<file path="src/rtl/divremsqrt_round_pipe.sv">
// Two-stage rounding/packing pipeline behind the div/rem/sqrt shift-correction stage.
// Optional build macro DIVRND_FTZ_EN: flush tiny results to signed zero.
module divremsqrt_round_pipe #(
  parameter int NF  = 52,
  parameter int NE  = 11,
  parameter int MFW = 110
) (
  input  logic              clk,
  input  logic              reset,
  input  logic              InValid,
  output logic              InReady,
  input  logic [MFW-1:0]    Mf,
  input  logic [NE+1:0]     Ue,
  input  logic              Sign,
  input  logic              StickyIn,
  input  logic [2:0]        Frm,
  output logic              OutValid,
  input  logic              OutReady,
  output logic [NE+NF:0]    Res,
  output logic [2:0]        Flags
);

  localparam logic [2:0] FRM_RNE = 3'b000;
  localparam logic [2:0] FRM_RTZ = 3'b001;
  localparam logic [2:0] FRM_RDN = 3'b010;
  localparam logic [2:0] FRM_RUP = 3'b011;
  localparam logic [2:0] FRM_RMM = 3'b100;

  localparam logic [NE+1:0] EXP_OVF = (NE+2)'((1 << NE) - 1);

  // Handshake
  logic s1_valid_q, s1_valid_d;
  logic s2_valid_q, s2_valid_d;
  logic s1_adv, s2_adv;

  // Stage-1 state
  logic           s1_sign_q, s1_sign_d;
  logic [2:0]     s1_frm_q,  s1_frm_d;
  logic [NE:0]    s1_ue_q,   s1_ue_d;
  logic [NF:0]    s1_sig_q,  s1_sig_d;
  logic           s1_inc_q,  s1_inc_d;
  logic           s1_nx_q,   s1_nx_d;
  logic           s1_tiny_q, s1_tiny_d;

  // Stage-2 (output) state
  logic [NE+NF:0] res_q,   res_d;
  logic [2:0]     flags_q, flags_d;

  // Stage-1 combinational
  logic [NE:0]    ue_clamp;
  logic           rnd_l, rnd_g, rnd_s, rnd_rne, rnd_inc;

  // Stage-2 combinational
  logic [NF+1:0]  rnd_sum;
  logic [NE+1:0]  exp_sum;
  logic           ovf, to_inf, uf, nx;
  logic [NE-1:0]  exp_f;
  logic [NF-1:0]  frac_f;

  assign s2_adv   = ~s2_valid_q | OutReady;
  assign s1_adv   = ~s1_valid_q | s2_adv;
  // Held high while reset is asserted so upstream never sees a stall from stale state.
  assign InReady  = ~reset | s1_adv;
  assign OutValid = s2_valid_q;
  assign Res      = res_q;
  assign Flags    = flags_q;

  // NOTE: every signal gets a default before any branch so no latch is inferred.
  always_comb begin
    ue_clamp = Ue[NE+1] ? '0 : Ue[NE:0];
    rnd_l    = Mf[MFW-1-NF];
    rnd_g    = Mf[MFW-2-NF];
    rnd_s    = (|Mf[MFW-3-NF:0]) | StickyIn;
    rnd_rne  = rnd_g & (rnd_l | rnd_s);

    // Encodings 101..111 are trapped upstream; round them as RNE.
    case (Frm)
      FRM_RNE: rnd_inc = rnd_rne;
      FRM_RTZ: rnd_inc = 1'b0;
      FRM_RDN: rnd_inc = Sign & (rnd_g | rnd_s);
      FRM_RUP: rnd_inc = ~Sign & (rnd_g | rnd_s);
      FRM_RMM: rnd_inc = rnd_g;
      default: rnd_inc = rnd_rne;
    endcase

    s1_valid_d = s1_adv ? InValid : s1_valid_q;
    s1_sign_d  = s1_sign_q;
    s1_frm_d   = s1_frm_q;
    s1_ue_d    = s1_ue_q;
    s1_sig_d   = s1_sig_q;
    s1_inc_d   = s1_inc_q;
    s1_nx_d    = s1_nx_q;
    s1_tiny_d  = s1_tiny_q;
    if (s1_adv && InValid) begin
      s1_sign_d = Sign;
      s1_frm_d  = Frm;
      s1_ue_d   = ue_clamp;
      s1_sig_d  = Mf[MFW-1 -: NF+1];
      s1_inc_d  = rnd_inc;
      s1_nx_d   = rnd_g | rnd_s;
      s1_tiny_d = (ue_clamp == '0) & ~Mf[MFW-1];
    end
  end

  always_comb begin
    rnd_sum = {1'b0, s1_sig_q} + (NF+2)'(s1_inc_q);
    // The last term lifts a subnormal that rounds up into the minimum normal.
    exp_sum = (NE+2)'(s1_ue_q) + (NE+2)'(rnd_sum[NF+1])
            + (NE+2)'((s1_ue_q == '0) & rnd_sum[NF]);
    ovf     = exp_sum >= EXP_OVF;

    case (s1_frm_q)
      FRM_RTZ: to_inf = 1'b0;
      FRM_RDN: to_inf = s1_sign_q;
      FRM_RUP: to_inf = ~s1_sign_q;
      default: to_inf = 1'b1;
    endcase

    if (ovf) begin
      exp_f  = to_inf ? '1 : {{(NE-1){1'b1}}, 1'b0};
      frac_f = to_inf ? '0 : '1;
      nx     = 1'b1;
    end else begin
      exp_f  = exp_sum[NE-1:0];
      frac_f = rnd_sum[NF+1] ? '0 : rnd_sum[NF-1:0];
      nx     = s1_nx_q;
    end
    uf = s1_tiny_q & s1_nx_q;

`ifdef DIVRND_FTZ_EN
    // An exact zero keeps its clean flags; any other tiny value is flushed.
    if (s1_tiny_q && !(s1_sig_q == '0 && !s1_nx_q)) begin
      exp_f  = '0;
      frac_f = '0;
      uf     = 1'b1;
      nx     = 1'b1;
    end
`endif

    s2_valid_d = s2_adv ? s1_valid_q : s2_valid_q;
    res_d      = res_q;
    flags_d    = flags_q;
    if (s2_adv && s1_valid_q) begin
      res_d   = {s1_sign_q, exp_f, frac_f};
      flags_d = {ovf, uf, nx};
    end
  end

  always_ff @(posedge clk) begin
    if (!reset) begin
      s1_valid_q <= 1'b0;
      s2_valid_q <= 1'b0;
      res_q      <= '0;
      flags_q    <= '0;
    end else begin
      s1_valid_q <= s1_valid_d;
      s2_valid_q <= s2_valid_d;
      res_q      <= res_d;
      flags_q    <= flags_d;
    end
  end

  // NOTE: stage-1 payload is qualified by s1_valid_q, so it carries no reset.
  always_ff @(posedge clk) begin
    s1_sign_q <= s1_sign_d;
    s1_frm_q  <= s1_frm_d;
    s1_ue_q   <= s1_ue_d;
    s1_sig_q  <= s1_sig_d;
    s1_inc_q  <= s1_inc_d;
    s1_nx_q   <= s1_nx_d;
    s1_tiny_q <= s1_tiny_d;
  end

endmodule

</file>
<file path="config.mk">
export PLATFORM = sky130hd
export DESIGN_NAME = divremsqrt_round_pipe
export DESIGN_NICKNAME = d
export VERILOG_FILES = /design/src/rtl/divremsqrt_round_pipe.sv
export SDC_FILE = /design/constraint.sdc
export NUM_CORES = 1
export LEC_CHECK = 0
export ABC_AREA = 1
export ABC_CLOCK_PERIOD_IN_PS = 6500
export CAP_MARGIN = 20
export CELL_PAD_IN_SITES_DETAIL_PLACEMENT = 1
export CELL_PAD_IN_SITES_GLOBAL_PLACEMENT = 1
export CORE_AREA = 5 5 165 135
export CTS_BUF_LIST = sky130_fd_sc_hd__clkbuf_16
export CTS_CLUSTER_DIAMETER = 80
export DETAILED_ROUTE_END_ITERATION = 8
export DIE_AREA = 0 0 170 140
export GPL_ROUTABILITY_DRIVEN = 0
export PLACE_DENSITY_LB_ADDON = 0.08
export SKIP_LAST_GASP = 1
export SLEW_MARGIN = 20
export SYNTH_ARGS = -nofsm -noshare
export SYNTH_HDL_FRONTEND = slang
export SYNTH_SLANG_ARGS = --single-unit
</file>
<file path="constraint.sdc">
create_clock -name clk -period 6.5 [get_ports clk]
set_input_delay 1.3 -clock clk [delete_from_list [all_inputs] [get_ports clk]]
set_output_delay 1.3 -clock clk [all_outputs]
set_load 0.005 [all_outputs]
</file>
==> impl_metrics.csv <==
group,metric,value,unit
outcome,outcome,"completed",
clock_network,cts_setup_buffers,0,
yosys,syn_area,7610,um^2
clock_network,clk_path_buf_depth,2,
yosys,avgSynthCellArea,7.446,um^2
final_layout,final_util,0.5080,
final_layout,final_common_cell,"nor2_1",
yosys,synth_top_area_frac,0.2841,
floorplanning,pin_count,201,
final_layout,mostFrequentLayoutCells,"nor2_1 (286), nand2_1 (210), clkdlybuf4s50_1 (200)",
floorplanning,die_h,140,um
setup_path,crit_type,"flip-flop to flip-flop",
setup_path,cp.arrival,5.94,ns
power,power_leakage,4.183,nW
routing,drc,0,
yosys,ys_ff_latch,141,
placed_design,io_buffers,200,
worst_hold_path,holdPathEnd,"Flags[0]$_SDFFE_PN0P_",
yosys,synth_top_family_by_area,"simple AND/OR/NAND/NOR gates",
clock_network,cts_hold_buf,0,
yosys,synth_top_cell_by_area,"edfxtp_1",
clock_network,clk_latency,0.44,ns
final_layout,antenna_cells,0,
setup_path,cp_max_fo,30,
yosys,synth_mux_area_frac,0,
final_layout,drive_above_1_share,0.05065,
timing,rsz0062_at_grt,"false",
clock_network,h-tree-depth,4,
yosys,synth_seq_area_share,0.4656,
global_route,first_global_vias,7515,
final_layout,final_area,10370,um^2
setup_path,r2r_setup_slack,0.88,ns
routing,wl_per_cell,17.57,um
routing,drt_iter0_markers,423,
worst_hold_path,holdCritStartpoint,"Flags[0]$_SDFFE_PN0P_",
yosys,synth-compound-area-share,0.04078,
placed_design,hpwl,20740,um
timing,finalCriticalPeriod,5.616,ns
power,power.total,0.002345,W
routing,drt-total-wl,26230,um
timing,max_slew_margin,0.3551,
timing,timing.final.crit_share,0.8640,
clock_network,post_cts_resized,0,
timing,slew_viol_final,0,
routing,drtAntennaViolNets,0,
routing,firstDrtPassIters,5,
placed_design,place_area,9784,um^2
setup_path,reg2reg_depth,25,
power,vdd_drop_max,0.0001209,V
timing,max_freq,178.1,MHz
placed_design,dpl.cell_count,1460,
floorplanning,die_x,170,um
final_layout,nFillCells,2524,
yosys,ys_warn_count,0,
floorplanning,num_rows,47,
yosys,synth_cells,1022,
timing,finClkSkew,0.007635,ns
timing,setup_tns,0,ns
timing,finalHoldViolCount,0,
setup_path,required,6.83,ns
final_layout,area_growth,36.22,%
setup_path,r2r-start,"s1_sig_q[0]$_DFFE_PP_",
yosys,yosysUniqueCellTypes,35,
worst_hold_path,min_path_cells,2,
yosys,synth.area.top_cells,"edfxtp_1 (28%), dfxtp_1 (18%), nor2_1 (14%)",
clock_network,cts-root-buf,"clkbuf_16",
clock_network,numCtsBuffers,17,
global_route,grt_max_degree,63,
routing,viasPerCell,4.965,
floorplanning,start_util,0.3729,
global_route,grt_pass1_wl,40740,um
yosys,synthXorXnorAreaFrac,0.05524,
yosys,synthAdderAreaFrac,0.007563,
yosys,syn-num-nets,1158,
clock_network,tritoncts,"yes",
yosys,synthSimpleGateAreaFrac,0.3535,
global_route,grt_use_total,0.2186,
floorplanning,die_area,23800,um^2
timing,tightest_slew,0.9660,ns
setup_path,end_kind,"flip-flop",
timing,finalSetupViolations,0,
floorplanning,core_area,20410,um^2
global_route,antenna_found_initial,0,
global_route,grt-ovfl-total,0,
final_layout,final_nets,1347,
run,maxCapViolations,0,
clock_network,cts_sinks,141,
setup_path,r2r-end,"Res[9]$_SDFFE_PN0P_",
power,p_per_area,226.2,nW/um^2
clock_network,clkTransAtPathRegs,0.07,ns
setup_path,worstSetupStartpointType,"flip-flop",
worst_hold_path,min_path_type,"flip-flop to flip-flop",
routing,num_vias,7413,
final_layout,layout.cells.non_filler,1493,
[logic make-up (layout without fill, tap and decap cells)]
kind of cell	Yosys count	in the layout
adder cells (fa/ha/maj)	4	4
buffers and inverters	142	344
XOR/XNOR	48	48
flip-flops	141	141
AO/OA/AOI/OAI	57	57
AND/OR/NAND/NOR	630	630
[sequential cells by signal, summed over array words and instances, names as in the netlist, 3 cells and up]
signal and cells:
Res 64, s1_frm_q 3, Flags 3, s1_ue_q 12
s1_sig_q 53
[area by class of cell]
type | count | area (um^2) | area share
multi-input combinational | 739 | 3478 | 0.3355
inverter | 109 | 409.1 | 0.03947
clock inverter | 15 | 136.4 | 0.01316
sequential | 141 | 3543 | 0.3418
clock buffer | 17 | 425.4 | 0.04104
tap | 269 | 336.6 | 0.03247
timing repair buffer | 203 | 2037 | 0.1965
[report_power, final]
part | internal (W) | switching (W)
Combinational | 0.000181 | 0.000169
Sequential | 0.000999 | 0.0000523
Clock | 0.000529 | 0.000414
[worst max-delay path, stage by stage, from the launching register on]
cell,delay (ns)
edfxtp_1,0.33
ha_1,0.23
ha_1,0.27
nand3_1,0.16
inv_1,0.15
nand2_1,0.16
nor2_1,0.30
nand2_1,0.09
nor4b_1,0.28
a21oi_1,0.12
nor2_1,0.10
nand2_1,0.08
fa_1,0.44
inv_1,0.14
ha_1,0.28
nand2_1,0.11
nor2_2,0.17
nand4_1,0.14
nand2_1,0.13
nor2_1,0.06
nand3_2,0.21
nand2_4,0.29
nand2_4,0.41
nand2_2,0.45
o21ai_0,0.32
inv_1,0.05
[worst max path at each step]
| stage | startpoint | to | slack [ns] | depth (start not counted) |
|---|---|---|---|---|
| after floorplan | s1_sig_q[0]$_DFFE_PP_ | Res[43]$_SDFFE_PN0P_ | 2.52 | 27 |
| after global placement | s1_sig_q[0]$_DFFE_PP_ | Res[7]$_SDFFE_PN0P_ | 1.15 | 26 |
| after detailed placement | s1_sig_q[0]$_DFFE_PP_ | Res[9]$_SDFFE_PN0P_ | 0.90 | 25 |
| after CTS | s1_sig_q[0]$_DFFE_PP_ | Res[9]$_SDFFE_PN0P_ | 0.88 | 25 |
| after global routing | s1_inc_q$_DFFE_PP_ | Res[9]$_SDFFE_PN0P_ | 0.30 | 25 |
| final | s1_sig_q[0]$_DFFE_PP_ | Res[9]$_SDFFE_PN0P_ | 0.88 | 25 |
[cell usage after synthesis, drive strengths merged]
cell type    n
nor4b        1
nand3b       6
fa           1
nand3       70
nor4        21
o21bai       2
o211ai       2
xnor2       15
xor2        33
inv        109
o31ai        2
a31oi        4
edfxtp      72
nand2      214
nor2       294
dfxtp       69
buf         19
o21ai       37
o22ai        1
clkbuf      14
nand4       18
nor3         6
a21oi        9
ha           3
[stage by stage]
step	hold WS [ns]	setup WS, ns
2_1_floorplan	0.4506	2.519
5_1_grt	0.5009	0.2987
3_3_place_gp	0.4567	1.148
3_5_place_dp	0.4602	0.8963
4_1_cts	0.4694	0.8786
6_report	0.4704	0.8842
[layer usage]
metal  part of all wire  vias up  global-route usage
met3              0.075       23             0.04930
met5                  0        -                   0
li1                   -     3649                   -
met1               0.46     3495              0.3039
met4              0.011        0             0.05252
met2               0.45      246              0.3477
Note: power is estimated with default switching activity, not from simulation.
